**config.mk**
```make
export PLATFORM = sky130hd
export DESIGN_NAME = calc_seq
export DESIGN_NICKNAME = d
export VERILOG_FILES = /design/src/rtl/calc_seq.sv
export SDC_FILE = /design/constraint.sdc
export NUM_CORES = 1
export LEC_CHECK = 0
export ABC_CLOCK_PERIOD_IN_PS = 7000
export CORE_ASPECT_RATIO = 0.75
export CORE_MARGIN = 2
export CORE_UTILIZATION = 56
export DETAILED_ROUTE_END_ITERATION = 10
export PLACE_DENSITY = 0.93
export SYNTH_ARGS = -nofsm -noshare
export SYNTH_HDL_FRONTEND = slang
export SYNTH_SLANG_ARGS = --single-unit
```
**constraint.sdc**
```tcl
create_clock -name hz100 -period 7 [get_ports hz100]
set_clock_uncertainty 0.15 [all_clocks]
set_input_delay 1.05 -clock hz100 [delete_from_list [all_inputs] [get_ports hz100]]
set_output_delay 1.05 -clock hz100 [all_outputs]
set_load 0.01 [all_outputs]
```
**src/rtl/calc_seq.sv**
```systemverilog
// ---------------------------------------------------------------------------
// calc_seq - sequencing controller for the keypad calculator.
//
// Turns the raw keypad strobe/keycode into single key events. Maintains the
// hex entry register and the accumulator. Drives the shared arithmetic unit
// through a start/done handshake. Supplies the value shown on the
// seven-segment display.
//
// Ports:
//   hz100       in   system clock
//   reset_n     in   asynchronous active-low reset
//   key_strobe  in   raw key-pressed level (asynchronous to hz100)
//   keycode     in   0xxxx digit, 10000 '=', 10001 'X', 10010 '+', 10011 '-'
//   alu_start   out  one-cycle request pulse to the arithmetic unit
//   alu_op      out  0 = add, 1 = subtract, held from start until done
//   alu_a       out  accumulator operand, held from start until done
//   alu_b       out  entry operand, held from start until done
//   alu_done    in   one-cycle completion pulse
//   alu_result  in   result, valid while alu_done = 1
//   disp        out  value to display
//   busy        out  ALU operation in flight
//   err         out  sticky ALU timeout flag
//   drop        out  one-cycle pulse when a key event was discarded
//
// Optional build macro CALC_SEQ_KEYQ_EN: adds a 4-entry key FIFO between the
// edge detector and the FSM. Keys pressed while the ALU is busy are then
// queued instead of discarded.
// ---------------------------------------------------------------------------
module calc_seq #(
  parameter int WIDTH       = 32,
  parameter int DIGITS      = 8,
  parameter int ALU_TIMEOUT = 15
) (
  input  logic             hz100,
  input  logic             reset_n,
  input  logic             key_strobe,
  input  logic [4:0]       keycode,
  output logic             alu_start,
  output logic [1:0]       alu_op,
  output logic [WIDTH-1:0] alu_a,
  output logic [WIDTH-1:0] alu_b,
  input  logic             alu_done,
  input  logic [WIDTH-1:0] alu_result,
  output logic [WIDTH-1:0] disp,
  output logic             busy,
  output logic             err,
  output logic             drop
);

  localparam int CNT_W   = $clog2(ALU_TIMEOUT + 1);
  localparam int TOP_BIT = DIGITS * 4 - 1;

  localparam logic [4:0] KEY_EQ  = 5'b10000;
  localparam logic [4:0] KEY_X   = 5'b10001;
  localparam logic [4:0] KEY_ADD = 5'b10010;
  localparam logic [4:0] KEY_SUB = 5'b10011;

  typedef enum logic [1:0] {
    ST_ENTRY,
    ST_SHOW,
    ST_ISSUE,
    ST_WAIT
  } state_t;

  // -------------------------------------------------------------------------
  // Key strobe synchroniser and rising-edge detector.
  // sync3_q holds the previous synchronised level for the edge detector.
  // -------------------------------------------------------------------------
  logic sync1_q, sync2_q, sync3_q;
  logic key_event;

  always_ff @(posedge hz100 or negedge reset_n) begin
    if (!reset_n) begin
      sync1_q <= 1'b0;
      sync2_q <= 1'b0;
      sync3_q <= 1'b0;
    end else begin
      sync1_q <= key_strobe;
      sync2_q <= sync1_q;
      sync3_q <= sync2_q;
    end
  end

  assign key_event = sync2_q & ~sync3_q;

  // -------------------------------------------------------------------------
  // Key delivery to the FSM: key_valid/key_code present one key per cycle,
  // and key_drop flags an event that was thrown away.
  // -------------------------------------------------------------------------
  state_t state_q, state_d;
  logic   fsm_idle;
  logic   key_valid;
  logic   [4:0] key_code;
  logic   key_drop;

  assign fsm_idle = (state_q == ST_ENTRY) || (state_q == ST_SHOW);

`ifdef CALC_SEQ_KEYQ_EN
  logic [4:0] fifo_mem_q [4];
  logic [4:0] fifo_mem_d [4];
  logic [1:0] rd_ptr_q, rd_ptr_d;
  logic [1:0] wr_ptr_q, wr_ptr_d;
  logic [2:0] count_q, count_d;
  logic       fifo_full;
  logic       enq;
  logic       deq;

  // Dequeue whenever the FSM can accept a key. Enqueue into a full FIFO is
  // still allowed when an entry leaves in the same cycle.
  always_comb begin
    fifo_full  = (count_q == 3'd4);
    deq        = (count_q != 3'd0) && fsm_idle;
    enq        = key_event && (!fifo_full || deq);
    key_valid  = deq;
    key_code   = fifo_mem_q[rd_ptr_q];
    key_drop   = key_event && !enq;
    fifo_mem_d = fifo_mem_q;
    rd_ptr_d   = rd_ptr_q;
    wr_ptr_d   = wr_ptr_q;
    count_d    = count_q;
    if (enq) begin
      fifo_mem_d[wr_ptr_q] = keycode;
      wr_ptr_d             = wr_ptr_q + 2'd1;
    end
    if (deq) begin
      rd_ptr_d = rd_ptr_q + 2'd1;
    end
    case ({enq, deq})
      2'b10:   count_d = count_q + 3'd1;
      2'b01:   count_d = count_q - 3'd1;
      default: count_d = count_q;
    endcase
  end

  always_ff @(posedge hz100 or negedge reset_n) begin
    if (!reset_n) begin
      for (int i = 0; i < 4; i++) begin
        fifo_mem_q[i] <= 5'd0;
      end
      rd_ptr_q <= 2'd0;
      wr_ptr_q <= 2'd0;
      count_q  <= 3'd0;
    end else begin
      fifo_mem_q <= fifo_mem_d;
      rd_ptr_q   <= rd_ptr_d;
      wr_ptr_q   <= wr_ptr_d;
      count_q    <= count_d;
    end
  end
`else
  // Without the queue, an event that arrives while the ALU is busy is lost.
  always_comb begin
    key_valid = key_event && fsm_idle;
    key_code  = keycode;
    key_drop  = key_event && !fsm_idle;
  end
`endif

  // -------------------------------------------------------------------------
  // Calculator FSM: next-state and next-output computation.
  // -------------------------------------------------------------------------
  logic [WIDTH-1:0] entry_q, entry_d;
  logic [WIDTH-1:0] acc_q, acc_d;
  logic             pend_op_q, pend_op_d;
  logic             pend_valid_q, pend_valid_d;
  logic [CNT_W-1:0] cnt_q, cnt_d;
  logic             alu_start_q, alu_start_d;
  logic [1:0]       alu_op_q, alu_op_d;
  logic [WIDTH-1:0] alu_a_q, alu_a_d;
  logic [WIDTH-1:0] alu_b_q, alu_b_d;
  logic [WIDTH-1:0] disp_q, disp_d;
  logic             busy_q, busy_d;
  logic             err_q, err_d;
  logic             drop_q, drop_d;
  logic             issue_req;

  always_comb begin
    state_d      = state_q;
    entry_d      = entry_q;
    acc_d        = acc_q;
    pend_op_d    = pend_op_q;
    pend_valid_d = pend_valid_q;
    cnt_d        = cnt_q;
    err_d        = err_q;
    alu_op_d     = alu_op_q;
    alu_a_d      = alu_a_q;
    alu_b_d      = alu_b_q;
    alu_start_d  = 1'b0;
    drop_d       = key_drop;
    issue_req    = 1'b0;

    case (state_q)
      ST_ENTRY: begin
        if (key_valid) begin
          if (!key_code[4]) begin
            // A full entry register ignores further digits silently.
            if (entry_q[TOP_BIT -: 4] == 4'd0) begin
              entry_d = {entry_q[WIDTH-5:0], key_code[3:0]};
            end
          end else begin
            case (key_code)
              KEY_X: begin
                entry_d = entry_q >> 4;
              end
              KEY_EQ: begin
                if (pend_valid_q) begin
                  issue_req    = 1'b1;
                  pend_valid_d = 1'b0;
                end else begin
                  acc_d   = entry_q;
                  state_d = ST_SHOW;
                end
              end
              KEY_ADD, KEY_SUB: begin
                // The operator just typed becomes the pending one; the
                // previously pending operator is the one executed now.
                pend_op_d = key_code[0];
                if (pend_valid_q) begin
                  issue_req = 1'b1;
                end else begin
                  acc_d        = entry_q;
                  pend_valid_d = 1'b1;
                  entry_d      = '0;
                  state_d      = ST_SHOW;
                end
              end
              default: ;
            endcase
          end
        end
      end

      ST_SHOW: begin
        if (key_valid) begin
          if (!key_code[4]) begin
            entry_d = {{(WIDTH-4){1'b0}}, key_code[3:0]};
            err_d   = 1'b0;
            state_d = ST_ENTRY;
          end else if ((key_code == KEY_ADD) || (key_code == KEY_SUB)) begin
            pend_op_d = key_code[0];
          end
        end
      end

      ST_ISSUE: begin
        cnt_d   = '0;
        state_d = ST_WAIT;
      end

      ST_WAIT: begin
        // Done is checked before the timeout so a result arriving in the
        // last allowed cycle is still accepted.
        if (alu_done) begin
          acc_d   = alu_result;
          entry_d = '0;
          state_d = ST_SHOW;
        end else if (cnt_q == CNT_W'(ALU_TIMEOUT - 1)) begin
          err_d        = 1'b1;
          acc_d        = '0;
          pend_valid_d = 1'b0;
          state_d      = ST_SHOW;
        end else begin
          cnt_d = cnt_q + 1'b1;
        end
      end

      default: state_d = ST_ENTRY;
    endcase

    // Operands and the request pulse are captured on the way into ISSUE so
    // they are already stable in the cycle alu_start is high.
    if (issue_req) begin
      state_d     = ST_ISSUE;
      alu_start_d = 1'b1;
      alu_op_d    = {1'b0, pend_op_q};
      alu_a_d     = acc_q;
      alu_b_d     = entry_q;
      cnt_d       = '0;
    end

    busy_d = (state_d == ST_ISSUE) || (state_d == ST_WAIT);
    disp_d = (state_d == ST_SHOW) ? acc_d : entry_d;
  end

  // -------------------------------------------------------------------------
  // Calculator FSM state and registered outputs.
  // -------------------------------------------------------------------------
  always_ff @(posedge hz100 or negedge reset_n) begin
    if (!reset_n) begin
      state_q      <= ST_ENTRY;
      entry_q      <= '0;
      acc_q        <= '0;
      pend_op_q    <= 1'b0;
      pend_valid_q <= 1'b0;
      cnt_q        <= '0;
      alu_start_q  <= 1'b0;
      alu_op_q     <= 2'd0;
      alu_a_q      <= '0;
      alu_b_q      <= '0;
      disp_q       <= '0;
      busy_q       <= 1'b0;
      err_q        <= 1'b0;
      drop_q       <= 1'b0;
    end else begin
      state_q      <= state_d;
      entry_q      <= entry_d;
      acc_q        <= acc_d;
      pend_op_q    <= pend_op_d;
      pend_valid_q <= pend_valid_d;
      cnt_q        <= cnt_d;
      alu_start_q  <= alu_start_d;
      alu_op_q     <= alu_op_d;
      alu_a_q      <= alu_a_d;
      alu_b_q      <= alu_b_d;
      disp_q       <= disp_d;
      busy_q       <= busy_d;
      err_q        <= err_d;
      drop_q       <= drop_d;
    end
  end

  assign alu_start = alu_start_q;
  assign alu_op    = alu_op_q;
  assign alu_a     = alu_a_q;
  assign alu_b     = alu_b_q;
  assign disp      = disp_q;
  assign busy      = busy_q;
  assign err       = err_q;
  assign drop      = drop_q;

endmodule

```
; ---- After elaboration in Yosys (flattened, before gate mapping)
; Index checks and enable logic that the tools add are counted.
; W data, S select, Z words.
[word_totals]
latchBits = 0
word_cells = 116
output_inout_bits = 102
ramBits = 0
inputBits = 41
n_memories = 0
regBits = 176
romBits = 0
[classes]
n_div = 0
order_cmp = 0
n_mul = 0
add_sub_neg = 1
n_bitwise = 2
n_reduce_logical = 18
muxes = 55
n_shift = 0
n_eq_ne = 23
[op_table]
columns = operator, count
row1 = $mux W32, 14
row2 = $pmux W32 S2, 2
row3 = $pmux W32 S3, 1
row4 = $eq A5 B5 Y1 const B, 4
row5 = $mux W1, 20
row6 = $mux W2, 9
row7 = $ne A2 B2 Y1 const B, 7
row8 = $mux W4, 3
row9 = $eq A2 B2 Y1 const B, 4
row10 = $pmux W1 S2, 4
row11 = $pmux W2 S4, 1
row12 = $pmux W4 S2, 1
row13 = $reduce_and A7 Y1, 1
row14 = $ne A3 B3 Y1 const B, 2
row15 = $reduce_and A6 Y1, 1
row16 = $reduce_bool A2 Y1, 3
row17 = $reduce_and A5 Y1, 1
row18 = $add A4 B1 Y4 const B, 1
row19 = $eq A2 B1 Y1 const B, 2
row20 = $eq A4 B4 Y1 const B, 1
row21 = $logic_not A4 Y1, 1
row22 = $ne A2 B1 Y1 const B, 2
row23 = $logic_or A1 B1 Y1, 3
row24 = $ne A3 B1 Y1 const B, 1
row25 = other kinds (9), 10

; ---- Logic depth before layout (Yosys ltp)
[logic_depth]
depth_word = 9
depth_mapped = 9
depth_no_buf = 7

; ---- Least setup slack after synthesis
; OpenSTA, ideal clock, no wires.
[synth_timing]
path_kind = input port to flip-flop
start = input alu_done
end = register disp_q[10] (netlist: disp[10])
path_slack_ns = 4.271
n_path_buf = 2
t_arrival_ns = 2.438
cell_stages = 7
setup_ns = 0.141
required_ns = 6.709
path_cell_list = and2b_1 and2_4 or3_1 clkbuf_1 buf_2 a222oi_1 mux2i_1
[synth_between]
elab_chain_cells = 5
word_cells_on_any_way = 9
cone_classes = eq/ne: 1 / mux: 8
[synth_lines]
columns = item, line
row1 = from (decl), 42  ; input logic alu_done,
row2 = $mux W2, 253  ; if (alu_done) begin
row3 = $pmux W2 S4, 192  ; case (state_q)
row4 = $mux W2, 272  ; if (issue_req) begin
row5 = $eq A2 B1 Y1, 282  ; disp_d = (state_d == ST_SHOW) ? acc_d : entry_d;
row6 = $mux W32 *, 282
row7 = net disp_d[10], 171  ; logic [WIDTH-1:0] disp_q, disp_d;
row8 = to (signal assigned), 315  ; disp_q <= disp_d;
row9 = to (decl), 171
; Mark *: on every way through the listed nets, which the timed path passes. The rest lies on a longest branch.
; A chain may end at the register's enable or synchronous reset.

; ---- Final worst setup path
[layout_timing]
start = input keycode[4]
end = register disp_q[18] (netlist: disp[18])
[layout_between]
elab_chain_cells = 9
word_cells_on_any_way = 29
cone_classes = eq/ne: 5 / mux: 22 / reduce/logical: 2
[layout_lines]
columns = item, line
row1 = from (decl), 37  ; input logic [4:0] keycode,
row2 = $eq A5 B5 Y1, 201  ; case (key_code)
row3 = $reduce_or A3 Y1 (no source line), -
row4 = $mux W2 / $mux W1 (equally long branches), -
row5 = $mux W2 / $mux W1 (equally long branches), 195  ; if (!key_code[4]) begin
row6 = $mux W2 / $mux W1 (equally long branches), 194  ; if (key_valid) begin
row7 = $pmux W2 S4 / $mux W1 (equally long branches), 192
row8 = $mux W2, 272
row9 = $eq A2 B1 Y1, 282
row10 = $mux W32 *, 282
row11 = net disp_d[18], 171
; Marked as above.

==> flow_summary.ini <==
[status]
status = finished, final reports clean

[synth]
synthAdderAreaFrac = 0.0138
yosys.cell_types.count = 49
synth_top_family_by_area = simple AND/OR/NAND/NOR gates
async_flop_share = 1.00
muxShareOfSynthArea = 0.0458
yosys_warnings = 0
synth_xor_area_frac = 0
synth_edf_count = 0
syn_inst = 678
synth_compound_area_frac = 0.117
ys_ff_latch = 176
syn_area_mm2 = 0.00723
synth_nets = 727
synth_ff_type = dfrtp_1
synth-seq-area-share = 0.609
syn_area_per_cell_um2 = 10.7
synthSimpleGateAreaFrac = 0.152

[finish]
diodes = 0
syn2layout_area_growth_pct = 28.5
nNetsFinal = 855
drive_gt1_frac = 0.0647
final_cell_mix = 212 x nand2_1, 176 x dfrtp_1, 140 x clkdlybuf4s50_1
layout_commonest_cell = nand2_1
fill_cells = 775

[floorplan]
initial_utilization = 0.581
die_area_mm2 = 0.0138
num_rows = 35
io_pins = 143
die_x_um = 135
core_area_mm2 = 0.0124
die_h_um = 102

[route]
firstDrtPassIters = 10
routed_wl_um = 19900
routed_via_density = 6.00
drt_first_iter_violations = 1080
vias = 5914
detail-route-antenna-nets = 0
wl_per_cell_um = 20.2
drc = 0

[cts]
cts_root_buf = clkbuf_16
cts_max_level = 4
cts_buffers = 17
cts_tree = yes
clock_path_buffers = 2
path_clk_slew_ns = 0.07
post_cts_buffers = 0
cts_resized = 0
clock-sinks = 176
hold_buffers = 0
insertion_delay_ns = 0.43

[global_route]
globalRouteOverflowTotal = 0
grt_max_degree = 90
grt_pass1_wl_um = 31400
grt_usage = 0.299
grt_pass1_vias = 5979
antenna_found_initial = 0

[sta]
rsz0062_at_grt = false
setup_viol = 0
hold_viol = 0
slew_violations = 0
max_freq_ghz = 0.267
period_needed_ns = 3.75
tns_ns = 0
min_period_over_period = 0.536
tightestPinTransition_ns = 1.34
slew_headroom = 0.107

[power]
leakage_nw = 4.94
cellPowerDensity_mw_per_mm2 = 328
comb_power_share = 0.290
internal_power_w = 0.00202
power_w = 0.00305
power_frac_seq = 0.410
swShare = 0.337
clkPwrFrac = 0.299
ir_drop_mv = 0.247
p_sw_w = 0.00103

[critical_path]
slowest_stage = or3_1
crit_chain = clkdlybuf4s50_1 > nor2b_1 > a41oi_1 > or3_1 > a222oi_1 > mux2i_1
cp.required_ns = 7.12
crit_path_max_incr_delay_ns = 0.90
arrival_ns = 3.87
criticalPathCategory = input port to flip-flop
crit_family = simple AND/OR/NAND/NOR gates
path_buf_inv = 1
start_kind = input port
crit_fanout = 32
end_kind = flip-flop

[placement]
io_buffers = 141
dp_hpwl_um = 12700
gp_congestion = 0.890

[run]
drv_cap = 0

[worst_hold_path]
hp-class = flip-flop to flip-flop
==> stage by stage <==
stage	util	cells	instance area, um2	setup WS (ns)	hold WS, ns
global placement	0.702	953	8720	3.19	0.187
finish	0.747	985	9300	3.25	0.209
CTS	0.747	985	9300	3.40	0.210
floorplan	-	678	7230	4.27	0.181
global route	0.747	985	9300	3.23	0.221
detailed placement	0.702	953	8720	3.00	0.196
==> final timing paths <==
path	start	to	slack (ns)	depth (start not counted)
min in group asynchronous	reset_n	busy	0.52	1
max in group asynchronous	reset_n	alu_b[9]	4.61	2
setup reg to reg	state_q[0]	disp[18]	3.63	6
setup / recovery	keycode[4]	disp[18]	3.25	6
hold / removal	sync1_q	sync2_q	0.21	0
hold reg to reg	sync1_q	sync2_q	0.21	0
==> layout make-up <==
type / instances / area [um2] / area share
Clock inverter: 14 / 131 / 0.0141
Clock buffer: 18 / 439 / 0.0472
Multi-Input combinational cell: 395 / 2400 / 0.258
Timing Repair Buffer: 147 / 1460 / 0.157
Sequential cell: 176 / 4400 / 0.474
Inverter: 69 / 259 / 0.0279
Tap cell: 166 / 208 / 0.0223
==> state kept, by name (all words and copies together), names as in the netlist <==
register      cells
pend_op_q         1
state_q           2
err               1
alu_b            32
alu_a            32
cnt_q             4
alu_op            1
sync2_q           1
acc_q            32
disp             32
busy              1
entry_q          32
sync1_q           1
sync3_q           1
drop              1
alu_start         1
pend_valid_q      1
==> routing by layer <==
metal	GRT usage	wire length (um)
met1	0.409	8030
met2	0.473	9400
met3	0.0784	2200
met4	0.102	284
met5	0	0
==> synthesized netlist by cell type (all sizes together) (6+ instances only) <==
| cell | number | area [um2] |
|---|---|---|
| a21oi | 8 | 43.8 |
| a222oi | 56 | 561 |
| buf | 16 | 104 |
| clkbuf | 22 | 82.6 |
| dfrtp | 176 | 4400 |
| ha | 8 | 100 |
| inv | 69 | 259 |
| mux2i | 32 | 320 |
| nand2 | 213 | 802 |
| nand2b | 6 | 40.0 |
| nor2 | 14 | 52.6 |
| o21ai | 7 | 35.0 |
==> worst register-to-register path: stages (launching register included) <==
cell	delay, ns
dfrtp_1	0.46
inv_1	0.13
ha_1	0.37
nor3b_1	0.55
and3_1	0.99
a222oi_1	0.35
mux2i_1	0.27
==> power by group through the flow <==
| stage | registers [W] | logic (W) | clock network [W] |
|---|---|---|---|
| finish | 0.00125 | 0.000886 | 0.000914 |
| global route | 0.00126 | 0.000945 | 0.000964 |
| CTS | 0.00125 | 0.000876 | 0.000918 |
| detailed placement | 0.00126 | 0.000867 | 0 |
| global placement | 0.00126 | 0.000823 | 0 |
| floorplan | 0.00126 | 0.000567 | 0 |
==> cells by family after synthesis <==
logic type               count (synthesis)
buffers and inverters                  107
multiplexers                            33
adder cells (fa/ha/maj)                  8
AND/OR/NAND/NOR                        261
other                                    1
flip-flops                             176
AO/OA/AOI/OAI                           92
(Power assumes the default switching activity.)
==> patch 1, RTL diff (same flow settings) <==
Put one more register stage on the output `disp`, with the module's reset. The value now appears one clock later. The other outputs are not delayed to match.
--- a/src/rtl/calc_seq.sv
+++ b/src/rtl/calc_seq.sv
@@ -323,7 +323,13 @@
   assign alu_op    = alu_op_q;
   assign alu_a     = alu_a_q;
   assign alu_b     = alu_b_q;
-  assign disp      = disp_q;
+  always_ff @(posedge hz100 or negedge reset_n) begin
+    if (!reset_n) begin
+      disp <= '0;
+    end else begin
+      disp <= disp_q;
+    end
+  end
   assign busy      = busy_q;
   assign err       = err_q;
   assign drop      = drop_q;
Check against the original RTL: not equivalent (a bounded check fails within 4 cycles, from zero or initial values and one cycle with reset_n low).
==> patch 1 against the unedited design <==
  * Cell area increased by 9.3%
  * Clock power up 16%
  * Combinational power is 0.8% lower
  * Routed wire length up 1.8%
  * Worst setup slack worse by 0.52 ns
  * Count of clock-buffer cells in the layout grew 7
  * Synthesized area grew 11%
  * Largest power group unchanged
  * Sequential cell count is 32 higher
  * Synthesized cell count grew 4.6%
  * Power increased by 12%
==> patch 1: results (changes against the unedited design) <==
post-route setup slack=2.73 ns (was 3.25 ns); first-pass GRT wire length=32200 um (was 31400 um); clk buf depth=3 (was 2); sequential share of the synthesized area=64.7% (was 60.9%); Critical R2R Launch=state_q[1]$_DFF_PN0_ (was state_q[0]$_DFF_PN0_); slowest cell on the critical path=a311oi_4 (was or3_1); largest net degree at the start of global routing=136 (was 90); Post-Syn Nets=758 (was 727); layout filler cell count=902 (was 775); Worst Setup EP=disp_q[28]$_DFF_PN0_ (was disp[18]$_DFF_PN0_); hold path start=disp_q[14]$_DFF_PN0_ (was sync1_q$_DFF_PN0_); Clock H-tree levels=1 (was 4); Worst Path Arrival=4.51 ns (was 3.87 ns); top post-synthesis cells by area=dfrtp_1 65%, nand2_1 9.8%, a222oi_1 7.0%, mux2i_1 4.0%, inv_1 3.2% (was dfrtp_1 61%, nand2_1 11%, a222oi_1 7.8%, mux2i_1 4.4%, inv_1 3.5%); DP HPWL=12900 um (was 12700 um); placed insts=993 (was 953); Max VDD drop=256 uV (was 247 uV); status=completed (unchanged); gate family responsible for the most delay along the worst path=buffers and inverters (was simple AND/OR/NAND/NOR gates); Global Route Usage Sum=26.9% (was 29.9%); final wirelength=20300 um (was 19900 um); Via density=5.95 (was 6.00); Critical path origin=keycode[1] (was keycode[4]); Pleak=0.00542 uW (was 0.00494 uW); Initial DRT Pass Iterations=7 (was 10); layout cell share with drive strength beyond 1=5.42% (was 6.47%); Max FO, Critical Path=67 (was 32); layout net count=888 (was 855); post-synthesis cell type count=47 (was 49); Mapped Cells=709 (was 678); switching share of power=31.0% (was 33.7%); Worst-Margin Slew=1.22 ns (was 1.34 ns); RR Endpoint=disp_q[28]$_DFF_PN0_ (was disp[18]$_DFF_PN0_); r2r worst-path depth=9 (was 6); Worst Hold Path EP=disp[14]$_DFF_PN0_ (was sync2_q$_DFF_PN0_); Skew-Pair Late Insertion Delay=0.48 ns (was 0.43 ns); Cell Count, Final, Fillers Out=1024 (was 985); pre-CTS setup slack=2.34 ns (was 3.00 ns); Final Wtd Congestion=0.831 (was 0.890); vias in the first global route=5930 (was 5979); most frequent cells after synthesis=211 x nand2_1, 208 x dfrtp_1, 69 x inv_1, 56 x a222oi_1, 32 x mux2i_1 (was 212 x nand2_1, 176 x dfrtp_1, 68 x inv_1, 56 x a222oi_1, 32 x mux2i_1)
patch 1: changes by cell type after synthesis, moves of 2 or more:
cell	unedited run	this run
buf_6	4	6
a211oi_1	0	2
dfrtp_1	176	208
buf_2	8	4
clkbuf_1	22	26
buf_1	3	0
patch 1: cells by family (layout without fill, tap and decap cells):
family / Yosys count / count (layout) / share of synthesized area [%]
AND/OR/NAND/NOR: 259 / 259 / 13.6
buffers and inverters: 108 / 248 / 5.75
AO/OA/AOI/OAI: 92 / 92 / 10.5
other: 1 / 1 / 0.0466
flip-flops: 208 / 208 / 64.7
adder cells (fa/ha/maj): 8 / 8 / 1.24
multiplexers: 33 / 33 / 4.12
patch 1: power by group through the flow:
| stage | clock [uW] | combinational (uW) | sequential, uW |
|---|---|---|---|
| after floorplan | 0 | 592 | 1480 |
| after global placement | 0 | 836 | 1480 |
| after detailed placement | 0 | 861 | 1490 |
| after CTS | 1060 | 880 | 1470 |
| after global routing | 1110 | 941 | 1490 |
| final | 1060 | 879 | 1480 |
patch 1: through the flow:
| step | instance area (um^2) | power, uW |
|---|---|---|
| after floorplan | 8040 | 2080 |
| after global placement | 9540 | 2320 |
| after detailed placement | 9540 | 2350 |
| after CTS | 10200 | 3420 |
| after global routing | 10200 | 3550 |
| final | 10200 | 3410 |
patch 1: final cells by class:
type | instances | area (um^2) | area share [%]
Multi-Input combinational cell | 393 | 2390 | 23.5
Inverter | 70 | 263 | 2.59
Sequential cell | 208 | 5200 | 51.2
Clock inverter | 6 | 113 | 1.11
Tap cell | 175 | 219 | 2.16
Clock buffer | 25 | 508 | 5.00
Timing Repair Buffer | 147 | 1460 | 14.4
patch 1: per-layer routing:
layer	global-route usage, %	share of wire (%)
met5	0	0
met4	5.59	1.7
met3	4.80	8.3
met2	42.8	48
met1	39.6	42
==> patch 2, RTL diff (same settings) <==
Without the edit above. `WIDTH`: 32 -> 40.
--- a/src/rtl/calc_seq.sv
+++ b/src/rtl/calc_seq.sv
@@ -27,7 +27,7 @@
 // queued instead of discarded.
 // ---------------------------------------------------------------------------
 module calc_seq #(
-  parameter int WIDTH       = 32,
+  parameter int WIDTH       = 40,
   parameter int DIGITS      = 8,
   parameter int ALU_TIMEOUT = 15
 ) (
Ports: changed (resized alu_a, alu_b, alu_result and disp); port bits go from 143 to 175. The function was not compared with the original's and may differ.
==> patch 2 against the unedited design <==
  * Cell area grew 24%
  * Largest power group unchanged
  * Synthesized area increased by 25%
  * Power grew 12%
  * Count of clock-buffer cells in the layout is 11 higher
  * Sequential cell count rose by 40
  * Worst setup slack lost 0.65 ns
  * Routed wire length up 24%
  * Maximum frequency is 15% lower
==> patch 2: results (changes against the unedited design) <==
1st-iter DRT viols=991 (was 1080); DR WL met3=2660 um (was 2200 um); placed insts=1238 (was 953); first-pass GRT wire length=38500 um (was 31400 um); r2r worst-path depth=9 (was 6); status=completed (unchanged); largest net degree at the start of global routing=145 (was 90); Max VDD drop=164 uV (was 247 uV); Via density=5.86 (was 6.00); gate family responsible for the most delay along the worst path=buffers and inverters (was simple AND/OR/NAND/NOR gates); R2R Setup Slk=3.02 ns (was 3.63 ns); XOR/XNOR Fraction of Synth Area=0% (unchanged); Max FO, Critical Path=23 (was 32); Worst-Margin Slew=1.19 ns (was 1.34 ns); Skew-Pair Late Insertion Delay=0.48 ns (was 0.43 ns); post-route setup slack=2.60 ns (was 3.25 ns); mean post-synth cell area=10.0 um^2 (was 10.7 um^2); peak per-stage delay on the critical path=0.83 ns (was 0.90 ns); layout filler cell count=1069 (was 775); final wirelength=24600 um (was 19900 um); Final Wtd Congestion=0.874 (was 0.890); top post-synthesis cells by area=dfrtp_1 60%, nand2_1 11%, mux2i_1 4.1%, a22oi_1 4.1%, inv_1 3.3% (was dfrtp_1 61%, nand2_1 11%, a222oi_1 7.8%, mux2i_1 4.4%, inv_1 3.5%); Initial DRT Pass Iterations=10 (unchanged); dominant synthesized flop cell=dfrtp_1 (unchanged); Worst-path clk slew=0.06 ns; Pleak=0.00608 uW (was 0.00494 uW); layout net count=1108 (was 855); Critical R2R Launch=state_q[1]$_DFF_PN0_ (was state_q[0]$_DFF_PN0_); layout cell share with drive strength beyond 1=4.71% (was 6.47%); Worst Path Arrival=4.62 ns (was 3.87 ns); RR Endpoint=disp[28]$_DFF_PN0_ (was disp[18]$_DFF_PN0_); Cell Count, Final, Fillers Out=1271 (was 985); Global Route Usage Sum=28.7% (was 29.9%); sequential share of the synthesized area=59.8% (was 60.9%); WL met1=10400 um (was 8030 um); Post-Syn Nets=960 (was 727); complex-gate fraction of the synthesized area=13.0% (was 11.7%); DP HPWL=16100 um (was 12700 um); slowest cell on the critical path=clkdlybuf4s50_1 (was or3_1); met2 wire length=11100 um (was 9400 um); port buffer count=173 (was 141); TritonCTS buffer count=21 (was 17); # Post-CTS Setup Buffers=0 (unchanged); cell internal pwr=2320 uW (was 2020 uW); pre-CTS setup slack=2.17 ns (was 3.00 ns); post-cts resize count=0 (unchanged); most frequent cells after synthesis=261 x nand2_1, 216 x dfrtp_1, 79 x inv_1, 49 x a22oi_1, 44 x nor2_1 (was 212 x nand2_1, 176 x dfrtp_1, 68 x inv_1, 56 x a222oi_1, 32 x mux2i_1); area post-placement=10900 um^2 (was 8720 um^2); final hold slack=0.195 ns (was 0.209 ns); clk buf depth=3 (was 2); vias in the first global route=7131 (was 5979); Worst Setup EP=disp[32]$_DFF_PN0_ (was disp[18]$_DFF_PN0_); synthesized-area fraction occupied by adder cells=1.11% (was 1.38%); Worst Hold Path EP=sync2_q$_DFF_PN0_ (unchanged); mux contribution to synthesized area=4.72% (was 4.58%); Clock H-tree levels=1 (was 4); hold path start=sync1_q$_DFF_PN0_ (unchanged)
[patch 2: area by class of cell]
cell class	count	area, um^2	share of cell area [%]
flip-flops and latches	216	5410	46.9
inverters	80	300	2.61
repair buffers	180	1790	15.5
multi-input cells	552	3130	27.2
clock buffers	29	576	5.00
clock inverters	4	50.0	0.435
well taps	210	263	2.28
[patch 2: logic make-up (layout without fill, tap and decap cells)]
logic type                 Yosys count  in the layout
buffers and inverters              135            293
muxes                               42             42
DFF                                216            216
AOI/OAI and AO/OA                  163            163
and+or+nand+nor                    338            338
adders and majority gates            8              8
other                                1              1
[patch 2: power by group through the flow]
stage               logic [uW]  registers, uW  clock network (uW)
floorplan                  576           1480                   0
global placement           865           1480                   0
detailed placement         887           1480                   0
CTS                        889           1460                1060
global route               963           1470                1120
finish                     901           1460                1060
[patch 2: layer usage]
metal | vias up | track usage [%]
li1 | 3307 | -
met4 | 0 | 6.85
met5 | - | 0
met1 | 3621 | 43.3
met3 | 54 | 6.52
met2 | 467 | 43.0
